==> src/rtl/perf_counter_bank.sv <==
// perf_counter_bank
//   Event-counter bank for the pipelined CPU. NUM_CH independent counters
//   count single-cycle event pulses from the EX stage. A halt level freezes
//   counting until the bank is cleared. Overflow either wraps or saturates,
//   and in both modes it sets a sticky per-channel flag. One counter is
//   presented, zero-extended to 32 bits, for the display mux.
//
//   Optional feature macro: PERF_SNAPSHOT_EN
//     defined   : shadow bank, snap_req and auto-snapshot on halt entry;
//                 rd_src selects live (0) or shadow (1)
//     undefined : no shadow bank; snap_req and rd_src are ignored
//
// Ports
//   clk       system clock, rising edge
//   rst       asynchronous active-low reset
//   clr       synchronous clear of counters, shadows, flags and FSM
//   halt      CPU halted (level)
//   ev        per-channel event pulse
//   snap_req  copy live counters to shadow (single cycle)
//   rd_src    readout source: 0 live, 1 shadow
//   sel       readout channel select
//   rd_data   selected counter, zero-extended
//   ovf       sticky per-channel overflow flags
//   frozen    FSM is in FROZEN
//
// state     | meaning
// ----------+-----------------------------------------------
// ST_RUN    | counting enabled while halt is low
// ST_FROZEN | counting disabled; left only through clr
module perf_counter_bank #(
  parameter int NUM_CH    = 4,
  parameter int CNT_WIDTH = 16,
  parameter int SAT       = 0,
  parameter int SEL_W     = 2
) (
  input  logic              clk,
  input  logic              rst,
  input  logic              clr,
  input  logic              halt,
  input  logic [NUM_CH-1:0] ev,
  input  logic              snap_req,
  input  logic              rd_src,
  input  logic [SEL_W-1:0]  sel,
  output logic [31:0]       rd_data,
  output logic [NUM_CH-1:0] ovf,
  output logic              frozen
);

  typedef enum logic {
    ST_RUN    = 1'b0,
    ST_FROZEN = 1'b1
  } state_t;

  state_t                state_q, state_d;
  logic [CNT_WIDTH-1:0]  live_q [NUM_CH];
  logic [CNT_WIDTH-1:0]  live_d [NUM_CH];
  logic [NUM_CH-1:0]     ovf_q, ovf_d;
  logic [CNT_WIDTH-1:0]  rd_word;

  always_comb begin
    state_d = state_q;
    live_d  = live_q;
    ovf_d   = ovf_q;
    if (clr) begin
      state_d = ST_RUN;
      ovf_d   = '0;
      for (int i = 0; i < NUM_CH; i++) live_d[i] = '0;
    end else begin
      if (halt) state_d = ST_FROZEN;
      // halt gates the count in its first cycle, before the FSM has moved
      for (int i = 0; i < NUM_CH; i++) begin
        if (state_q == ST_RUN && !halt && ev[i]) begin
          if (live_q[i] == {CNT_WIDTH{1'b1}}) begin
            ovf_d[i]  = 1'b1;
            live_d[i] = (SAT != 0) ? {CNT_WIDTH{1'b1}} : '0;
          end else begin
            live_d[i] = live_q[i] + CNT_WIDTH'(1);
          end
        end
      end
    end
  end

  always_ff @(posedge clk or negedge rst) begin
    if (!rst) begin
      state_q <= ST_RUN;
      ovf_q   <= '0;
      for (int i = 0; i < NUM_CH; i++) live_q[i] <= '0;
    end else begin
      state_q <= state_d;
      ovf_q   <= ovf_d;
      live_q  <= live_d;
    end
  end

`ifdef PERF_SNAPSHOT_EN
  logic [CNT_WIDTH-1:0] shadow_q [NUM_CH];
  logic [CNT_WIDTH-1:0] shadow_d [NUM_CH];
  logic                 snap_trig;

  // pre-edge live values are captured, so a same-cycle increment is excluded
  assign snap_trig = snap_req || (state_q == ST_RUN && halt);

  always_comb begin
    shadow_d = shadow_q;
    if (clr) begin
      for (int i = 0; i < NUM_CH; i++) shadow_d[i] = '0;
    end else if (snap_trig) begin
      shadow_d = live_q;
    end
  end

  always_ff @(posedge clk or negedge rst) begin
    if (!rst) begin
      for (int i = 0; i < NUM_CH; i++) shadow_q[i] <= '0;
    end else begin
      shadow_q <= shadow_d;
    end
  end

  always_comb begin
    rd_word = '0;
    for (int i = 0; i < NUM_CH; i++) begin
      if (int'(sel) == i) rd_word = rd_src ? shadow_q[i] : live_q[i];
    end
  end
`else
  logic unused_inputs;
  assign unused_inputs = &{1'b0, snap_req, rd_src};

  always_comb begin
    rd_word = '0;
    for (int i = 0; i < NUM_CH; i++) begin
      if (int'(sel) == i) rd_word = live_q[i];
    end
  end
`endif

  always_comb begin
    rd_data                = '0;
    rd_data[CNT_WIDTH-1:0] = rd_word;
  end

  assign ovf    = ovf_q;
  assign frozen = (state_q == ST_FROZEN);

endmodule

==> config.mk <==
export PLATFORM = sky130hd
export DESIGN_NAME = perf_counter_bank
export DESIGN_NICKNAME = d
export VERILOG_FILES = /design/src/rtl/perf_counter_bank.sv
export SDC_FILE = /design/constraint.sdc
export NUM_CORES = 1
export LEC_CHECK = 0
export CORE_ASPECT_RATIO = 0.75
export CORE_MARGIN = 3
export CORE_UTILIZATION = 57
export CTS_CLUSTER_SIZE = 28
export DETAILED_ROUTE_END_ITERATION = 8
export PLACE_DENSITY = 0.77
export SLEW_MARGIN = 20
export SYNTH_ARGS = -nofsm -noshare
export SYNTH_HDL_FRONTEND = slang
export SYNTH_SLANG_ARGS = --single-unit
==> constraint.sdc <==
create_clock -name clk -period 2.4 [get_ports clk]
set_input_delay 0.24 -clock clk [delete_from_list [all_inputs] [get_ports clk]]
set_output_delay 0.24 -clock clk [all_outputs]
set_load 0.02 [all_outputs]
==> flow_summary_export.csv <==
group,metric,value,unit
run_status,status,"complete, no violations",
pwr,total_power,2585,µW
synth,synth_edf_count,0,
worst_setup_path,cp_common_cell,"clkdlybuf4s50_1",
synth,async_flop_share,1.000,
clocking,clock-sinks,69,
floorplanning,io_pins,49,
route,drtAntennaViolNets,0,
worst_setup_path,end_kind,"output port",
clocking,cts_setup_buffers,0,
worst_setup_path,worstPathArrival,2.05,ns
synth,synth_seq_cells,69,
worst_setup_path,path_buf_inv,3,
timing,min_period_over_period,0.9535,
global_route,grt_max_degree,31,
pwr,pwr-share-comb,0.086,
timing,layout_setup_ws,0.1116,ns
worst_setup_path,crit_fanout,16,
clocking,clk_pin_slew_worst_paths,0.08,ns
pwr,power.leakage,0.001935,µW
global_route,grt_util_all_layers,0.2943,
synth,synthTopCellsByArea,"dfrtp_1 41%, mux4_2 8.5%, nand2_1 3.4%",
pwr,clock_power_share,0.451,
timing,rsz0062_at_grt,"no",
global_route,grt_overflow,0,
timing,max_freq,437.0,MHz
floorplanning,core_area,6994,µm²
worst_setup_path,required,2.16,ns
finish,nets,496,
finish,postLayoutCoreUtil,0.7041,
worst_setup_path,critical_path.top_delay_family,"buffers and inverters",
route,dr.first_iter.drc_count,393,
synth,yosys_warnings,0,
timing,min_period,2.288,ns
synth,yosysSeqAreaShare,0.4086,
timing,relSlewSlack,0.5083,
pwr,p_int,1944,µW
worst_setup_path,cpMaxStageDelayCell,"clkdlybuf4s50_1",
synth,yosys.area.top_type,"dfrtp_1",
clocking,h-tree-depth,3,
synth,syn_area,4225,µm²
worst_setup_path,cp_cell_sequence,"clkdlybuf4s50_1 > buf_12 > mux4_2 > clkdlybuf4s50_1",
route,wire_per_inst,20.42,µm
run,drv_cap,0,
clocking,cts-root-buf,"clkbuf_8",
timing,finalSetupTns,0,ns
floorplanning,start_util,0.6041,
worst_setup_path,cpPeakStageDelay,0.56,ns
clocking,numCtsBuffers,9,
worst_setup_path,critPathLaunchType,"input pin",
global_route,grt_pass1_wl,19.32,mm
synth,ys_types,56,
synth,syn_area_per_cell,9.713,µm²
route,drc,0,
floorplanning,rows,26,
clocking,clkLatencyLatePin,0.36,ns
floorplanning,dieArea,8493,µm²
timing,fin_skew,0.008011,ns
placement,place.gp.congestion,0.9129,
synth,yosysTopAreaCellShare,0.4086,
pwr,max-vdd-ir-drop,0.4738,mV
global_route,antenna_found_initial,0,
min_path,worst_hold_path_type,"in -> reg",
pwr,seqPwrFrac,0.463,
finish,layout-drive-gt1-share,0.1485,
timing,finalHoldViolCount,0,
clocking,clockBufferDepth,2,
finish,n_antenna_cell,0,
finish,areaGrowthSynthToFinish,16.55,%
timing,tightest_slew,0.7299,ns
floorplanning,die-width,105.4,µm
floorplanning,fp.dieH,80.57,µm
timing,setup_viol_count_final,0,
pwr,p_sw_frac,0.2481,
route,routed_wl,11.90,mm
route,dr.pass1.iters,5,
placement,dp_hpwl,8.368,mm
global_route,grt_pass1_vias,3604,
clocking,cts_tree,"done",
worst_setup_path,criticalPathCategory,"in -> out",
synth,ys.flop_type,"dfrtp_1",
pwr,power_switching,641.4,µW
synth,syn_inst,435,
timing,hold_slack,0.2239,ns
route,num_vias,3907,
route,via_per_inst,6.702,
pwr,power_density,524.9,nW/µm²
placement,dp_slack,0.04010,ns
placement,port_buffers,30,
timing,slew_viol_final,0,
## cells in the mapped netlist, types with 14 or more instances
cell	instances
a21oi_1	28
buf_4	17
clkbuf_1	16
dfrtp_1	69
mux4_2	16
nand2_1	38
nand3_1	22
nand4_1	14
nor2_1	31
o21ai_0	24
or3_1	14
xor2_1	16
## worst register-to-register path, stage by stage, from the launching register on
cell and delay, ns:
dfrtp_1 0.48, ha_1 0.24, nand3_1 0.21, or3_1 0.50, o211ai_1 0.45, o311ai_0 0.20
## layer usage
metal	global-route usage	up-vias	wire (µm)
met2	0.4739	244	5557
met1	0.4189	1921	4983
met3	0.05060	22	1243
met5	0	-	0
li1	-	1720	-
met4	0.06684	0	117
## per-stage QoR
| stage | area [µm²] | cells |
|---|---|---|
| 5_1_grt | 4925 | 583 |
| 2_1_floorplan | 4282 | 450 |
| 4_1_cts | 4925 | 583 |
| 3_3_place_gp | 4676 | 566 |
| 6_report | 4925 | 583 |
| 3_5_place_dp | 4676 | 566 |
## kinds of logic after synthesis
group | count (synthesis) | share of synthesized area
and+or+nand+nor | 176 | 0.2307
AOI/OAI and AO/OA | 104 | 0.1605
DFF | 69 | 0.4086
buffers and inverters | 44 | 0.05804
xor gates and xnor gates | 19 | 0.03938
muxes | 18 | 0.09002
adders and majority gates | 4 | 0.01185
other | 1 | 0.0008875
## state kept, by name, summed over array words and instances (netlist names)
register	count
frozen	1
live_q	64
ovf	4
## cell usage in the layout (no fill, tap or decap), types with 13 or more instances in the layout
cell type / Yosys / routed
nand2_1: 38 / 38
clkdlybuf4s50_1: 0 / 28
nand3_1: 22 / 22
nand4_1: 14 / 14
a21oi_1: 28 / 28
o21ai_0: 24 / 24
xor2_1: 16 / 16
conb_1: 1 / 16
or3_1: 14 / 14
dfrtp_1: 69 / 69
buf_4: 17 / 24
mux4_2: 16 / 16
o31ai_1: 13 / 13
nor2_1: 31 / 31
## cell type report
cell class	count	area (µm²)
multi-input combinational	337	2310
fill	566	2069
sequential	69	1727
timing repair buffer	56	500.5
clock buffer	10	127.6
tap	98	122.6
clock inverter	6	111.4
inverter	7	26.28
## path summary, 6_finish.rpt
check                           slack [ns]         end        from  depth (start not counted)
worst max-delay path                  0.11  rd_data[8]      sel[0]                          4
worst min-delay path                  0.22  live_q[49]         clr                          2
worst max register to register        0.18  live_q[39]  live_q[33]                          5
worst min register to register        0.49      ovf[1]      ovf[1]                          1
max in group asynchronous             1.27  live_q[45]         rst                          3
min in group asynchronous             0.39  live_q[63]         rst                          2
## power by group through the flow
| stage | combinational (µW) | clock (µW) | sequential, µW |
|---|---|---|---|
| global placement | 216 | 0 | 1220 |
| detailed placement | 219 | 0 | 1220 |
| floorplan | 145 | 0 | 1210 |
| global route | 243 | 1220 | 1200 |
| finish | 222 | 1170 | 1200 |
| CTS | 222 | 1170 | 1190 |
## repair_timing
action	CTS	global route
hold buffers	1	0
hold endpoints to repair	20	0
gates resized for setup	0	0
No activity file was read; power rests on OpenSTA's default activity.
